==> src/rtl/cdc_handshake_dest.sv <==
// cdc_handshake_dest: destination side of a 4-phase req/ack multi-bit CDC.
// Syncs src_req into dest_clk, captures src_in once per transfer, acks back.
//
// Parameters:
//   WIDTH         data bus width (1-1024)
//   DEST_SYNC_FF  synchronizer depth on src_req (2-10)
//   DEST_EXT_HSK  0: dest_req is a 1-cycle pulse
//                 1: dest_req held until dest_ack
//
// Ports:
//   dest_clk  destination clock (only clock)
//   dest_rst  async active-high reset
//   src_req   source request (async to dest_clk)
//   src_in    source data, stable while src_req is high
//   dest_ack  local ack, used only with DEST_EXT_HSK=1
//   dest_out  captured data (registered)
//   dest_req  new data valid on dest_out
//   src_rcv   ack to source domain, straight from a flop
//   busy      FSM not in IDLE
//   err_cnt   protocol-violation count, saturating at 255
//             (present only when CDC_HS_DEST_ERR_CNT_EN is defined)

module cdc_handshake_dest #(
  parameter int WIDTH        = 32,
  parameter int DEST_SYNC_FF = 3,
  parameter int DEST_EXT_HSK = 0
) (
  input  logic             dest_clk,
  input  logic             dest_rst,
  input  logic             src_req,
  input  logic [WIDTH-1:0] src_in,
  input  logic             dest_ack,
  output logic [WIDTH-1:0] dest_out,
  output logic             dest_req,
  output logic             src_rcv,
  output logic             busy
`ifdef CDC_HS_DEST_ERR_CNT_EN
  ,
  output logic [7:0]       err_cnt
`endif
);

  localparam bit EXT = (DEST_EXT_HSK != 0);

  typedef enum logic [1:0] {
    IDLE     = 2'd0,
    WAIT_ACK = 2'd1,
    ACK      = 2'd2
  } state_t;

  state_t state_q;
  state_t state_d;

  logic [DEST_SYNC_FF-1:0] sync_q;
  logic req_s;
  logic req_s_d;
  logic rise;

  logic dest_req_d;
  logic src_rcv_d;
  logic cap;

  // src_req synchronizer; req_s is the last stage
  always_ff @(posedge dest_clk or posedge dest_rst) begin
    if (dest_rst) begin
      sync_q  <= '0;
      req_s_d <= 1'b0;
    end else begin
      sync_q  <= {sync_q[DEST_SYNC_FF-2:0], src_req};
      req_s_d <= req_s;
    end
  end

  assign req_s = sync_q[DEST_SYNC_FF-1];
  assign rise  = req_s & ~req_s_d;

  // next-state and next-output logic; all outputs
  // are registered below so no input reaches an
  // output combinationally
  always_comb begin
    state_d    = state_q;
    dest_req_d = 1'b0;
    src_rcv_d  = src_rcv;
    cap        = 1'b0;
    unique case (state_q)
      IDLE: begin
        if (rise) begin
          cap        = 1'b1;
          dest_req_d = 1'b1;
          if (EXT) begin
            state_d = WAIT_ACK;
          end else begin
            src_rcv_d = 1'b1;
            state_d   = ACK;
          end
        end
      end
      WAIT_ACK: begin
        // a req_s drop here is tolerated: the
        // transfer still completes on dest_ack
        dest_req_d = 1'b1;
        if (dest_ack) begin
          dest_req_d = 1'b0;
          src_rcv_d  = 1'b1;
          state_d    = ACK;
        end
      end
      ACK: begin
        // hold the ack until the source has
        // visibly withdrawn its request
        if (!req_s) begin
          src_rcv_d = 1'b0;
          state_d   = IDLE;
        end
      end
      default: begin
        state_d   = IDLE;
        src_rcv_d = 1'b0;
      end
    endcase
  end

  always_ff @(posedge dest_clk or posedge dest_rst) begin
    if (dest_rst) begin
      state_q  <= IDLE;
      dest_req <= 1'b0;
      src_rcv  <= 1'b0;
      busy     <= 1'b0;
    end else begin
      state_q  <= state_d;
      dest_req <= dest_req_d;
      src_rcv  <= src_rcv_d;
      busy     <= (state_d != IDLE);
    end
  end

  // data is only ever loaded on an accepted rise,
  // so it holds across any later src_in activity
  always_ff @(posedge dest_clk or posedge dest_rst) begin
    if (dest_rst) begin
      dest_out <= '0;
    end else if (cap) begin
      dest_out <= src_in;
    end
  end

`ifdef CDC_HS_DEST_ERR_CNT_EN
  logic fall;
  logic viol;

  assign fall = req_s_d & ~req_s;

  // request withdrawn before the local side
  // finished with the data
  assign viol = fall &
                ((state_q == WAIT_ACK) |
                 (!EXT && (state_q == IDLE)));

  always_ff @(posedge dest_clk or posedge dest_rst) begin
    if (dest_rst) begin
      err_cnt <= 8'd0;
    end else if (viol && (err_cnt != 8'hFF)) begin
      err_cnt <= err_cnt + 8'd1;
    end
  end
`else
  // build without the violation counter
`endif

endmodule
==> config.mk <==
export PLATFORM = sky130hd
export DESIGN_NAME = cdc_handshake_dest
export DESIGN_NICKNAME = d
export VERILOG_FILES = /design/src/rtl/cdc_handshake_dest.sv
export SDC_FILE = /design/constraint.sdc
export NUM_CORES = 1
export LEC_CHECK = 0
export CORE_ASPECT_RATIO = 0.7
export CORE_MARGIN = 4
export CORE_UTILIZATION = 35
export DETAILED_ROUTE_END_ITERATION = 6
export GPL_TIMING_DRIVEN = 0
export PLACE_DENSITY = 0.8
export SLEW_MARGIN = 20
export SYNTH_ARGS = -nofsm -noshare
export SYNTH_HDL_FRONTEND = slang
export SYNTH_SLANG_ARGS = --single-unit
==> constraint.sdc <==
create_clock -name dest_clk -period 1.93 [get_ports dest_clk]
set_input_delay 0.386 -clock dest_clk [delete_from_list [all_inputs] [get_ports dest_clk]]
set_output_delay 0.386 -clock dest_clk [all_outputs]
set_load 0.02 [all_outputs]
-- Word level (Yosys, flattened, before mapping)
Cells that the tools add are included.
- flip-flop bits (word level): 41
- input port bits: 36
- output and inout bits: 35
- logic and storage cells: 29
- eq/ne operators: 5
- multiplexer cells: 12
- bitwise operators: 2
- reduce and logical (&&, ||, !) cells: 3
- operators with widths (operator ; count):
    $mux W1 ; 6
    $mux W2 ; 3
    $ne A2 B2 Y1 const B ; 3
    $pmux W2 S3 ; 1
    $pmux W1 S3 ; 1
    $reduce_and A3 Y1 ; 1
    $eq A2 B1 Y1 const B ; 1
    $eq A2 B2 Y1 const B ; 1
    $logic_not A2 Y1 ; 1
    $pmux W1 S2 ; 1
    $reduce_bool A2 Y1 ; 1
    $and A1 B1 Y1 ; 1
    $not A1 Y1 ; 1

-- Logic depth before layout (Yosys ltp)
- depth after elaboration: 5
- gate-level depth with buffers: 3
- depth with buffers taken out: 2

-- Worst setup path after synthesis
Ideal clock, no wire load.
- path type: register to register
- from: register state_q[1]
- to: register dest_out[19]
- setup time: 125 ps
- arrival: 1370 ps
- data required time: 1805 ps
- path slack: 435 ps
- stages on the path, launching flop included: 4
- path buffers: 1
- period minus slack after synthesis: 1495 ps
- path through: dfrtp_1 nor4b_4 buf_6 mux2_2
- word-level cells in the longest chain between the ends: 2
- ends and longest elaborated chain (item ; RTL line ; RTL):
    start, declared ; 51 ; state_t state_q;
    start signal, assigned ; 130 ; state_q <= state_d;
    $logic_not A2 Y1 ; 85 ; unique case (state_q)
    $mux W1 ; 85 ;
    end signal, assigned ; 143 ; dest_out <= src_in;
    end, declared ; 33 ; output logic [WIDTH-1:0] dest_out,
Every way passes these cells.
A chain may end at the register's enable or synchronous reset.

-- Worst setup path after layout
- from: register src_rcv
- to: output src_rcv
- RTL lines (item ; RTL line ; RTL):
    start, declared ; 35 ; output logic src_rcv,
    start signal, assigned ; 132 ; src_rcv <= src_rcv_d;
No word-level cell between the ends.

==> impl_metrics.ini <==
[status]
status = finished, final reports clean

[final_layout]
diodes = 0
layout.nets = 205
fillers = 317
area_delta_synth_final_pct = 59.8
instances_no_fill = 222
fin_area_sq_um = 2440
utilization = 0.600
final_layout_size_suffix_gt1_frac = 0.271

[global_route]
grt_pass1_wl_mm = 5.69
grt_usage = 0.135
first_global_vias = 1171
grt_antenna_before_repair = 0
grt_max_degree = 27
gr-total-overflow = 0

[sta]
hold_viol = 0
fmax_mhz = 600
fin_ws_ps = 264
period_minus_slack_ps = 1670
finalSetupTns_ps = 0
slew_viol_final = 0
timing.final.crit_share = 0.863
rsz0062_at_grt = false
tightest_slew_ps = 439
maxSlewHeadroom = 0.706
fin_skew_ps = 7.02
setup_viol = 0

[place]
port_buffers = 70
dp_hpwl_mm = 2.61
placed_cell_area_sq_um = 2320
place_congestion = 0.701
dp.cells = 214
dp_slack_ps = 285

[worst_setup_path]
cp_num_cells = 1
endpoint_kind = output pin
critical_path_class = reg -> out
worstPathArrival_ps = 1280
cp-start-kind = flop
cp_cell_sequence = clkdlybuf4s50_1
r2r_end = dest_out[28]
critical_path.endpoint = src_rcv
path_delay_family = buffers and inverters
reg2reg_slack_ps = 310
reg2regPathDepth = 3
cp_slowest_cell = clkdlybuf4s50_1
crit_start = src_rcv
critPathRequiredTime_ps = 1540
critPathBufInv = 1
slowest_delay_ps = 610
r2r-start = state_q[1]
cp_max_fo = 3

[drt]
drc = 0
drt_pass1_iterations = 2
ant_nets = 0
routed_wl_mm = 3.30
drt-initial-drc-count = 11
dr_total_vias = 1014
wire_per_inst_um = 14.9
avgViaCountPerCell = 4.57

[logic_synthesis]
synthArstFlopShare = 1.00
synth.area.top_cells = dfrtp_1 (67%), mux2_2 (22%), buf_6 (2.2%)
ys_ff_latch = 41
syn_inst = 91
synth.most_common_cell = dfrtp_1
ys.warnings.count = 0
ys_seq_area_frac = 0.672
synth_edf_count = 0
syn-cell-area_sq_um = 1530
synthesis.nets = 127
synthTopCellsByCount = dfrtp_1 (41), mux2_2 (30), buf_6 (3), nand2b_1 (3)
synthFlopType = dfrtp_1
syn_avg_cell_area_sq_um = 16.8
synth_cell_types = 14
synth_top_area_share = 0.672
synth_top_cell_by_area = dfrtp_1

[clock_tree]
cts_buffer_depth = 2
cts_num_sinks = 41
cts_tree = yes
cts_resized = 0
cts_made_buffers = 5
cts_root_buf = clkbuf_8
htree_levels = 2
hold_buffers = 0
cts_setup_buffers = 0
clk_pin_slew_ps = 80
clk_latency_ps = 290

[power_and_ir_drop]
power.density_nw_per_um2 = 1020
irDropWorstVdd_uv = 627
leakage_nw = 1.01

[hold_path]
hold_path.class = reg -> reg

[die]
coreArea_sq_um = 4070
rows = 19
die_w_um = 86.9
dieHeight_um = 63.3
die_area_sq_um = 5500
io_pins = 71
start_util = 0.376

[job]
maxCapViolCount = 0
## power breakdown
part	leakage, nW	total (mW)	switching (mW)	internal [mW]
sequential	0.486	1.07	0.0758	0.999
combinational	0.464	0.719	0.311	0.408
clock	0.0574	0.701	0.281	0.420
total	1.01	2.50	0.667	1.83
## per-layer routing
metal  GRT usage  vias to the layer above  wire [um]
met3      0.0742                        5        385
met5           0                        -          0
met2       0.216                       48       1550
li1            -                      473          -
met4      0.0525                        0         46
met1       0.149                      488       1320
## state kept, by name, summed over array words and instances, names as in the netlist
name,count
sync_q,3
state_q,2
dest_out,32
src_rcv,1
req_s_d,1
dest_req,1
busy,1
## metrics by stage
step           hold slack, ps  total power, mW
5_1_grt                   375             2.63
3_5_place_dp              337             1.82
6_report                  353             2.50
2_1_floorplan             331             1.42
4_1_cts                   356             2.54
3_3_place_gp              334             1.79
## worst min-delay path by stage
stage	start	end	slack, ps	cells after the start
2_1_floorplan	sync_q[0]	sync_q[1]	330	0
3_3_place_gp	sync_q[1]	sync_q[2]	330	0
3_5_place_dp	sync_q[0]	sync_q[1]	340	0
4_1_cts	sync_q[0]	sync_q[1]	360	0
5_1_grt	sync_q[0]	sync_q[1]	370	0
6_report	sync_q[0]	sync_q[1]	350	0
## placed cells by master (no fill, tap or decap), drive strengths merged
cell / instances
o21ba: 1
buf: 4
inv: 2
o21ai: 1
bufinv: 1
clkdlybuf4s50: 70
o22ai: 2
or3b: 1
a21oi: 2
dfrtp: 41
nor2b: 1
clkinvlp: 1
nor2: 1
nor4b: 1
mux2: 32
clkbuf: 6
nand2b: 3
## layout make-up
cell class	count	area, sq um	share of cell area
well taps	52	65.1	0.0267
inverters	2	7.51	0.00308
clock buffers	6	82.6	0.0338
repair buffers	71	728	0.298
clock inverters	2	37.5	0.0154
plain buffers	3	33.8	0.0138
flip-flops and latches	41	1030	0.421
multi-input cells	45	459	0.188
## cells by family (layout without fill, tap and decap cells)
logic type             Yosys count  count (layout)  synth area share
AND/OR/NAND/NOR                  7               7            0.0402
buffers and inverters            5              84            0.0270
AO/OA/AOI/OAI                    6               6            0.0246
flip-flops                      41              41             0.672
multiplexers                    32              32             0.236
(Power assumes the default switching activity.)
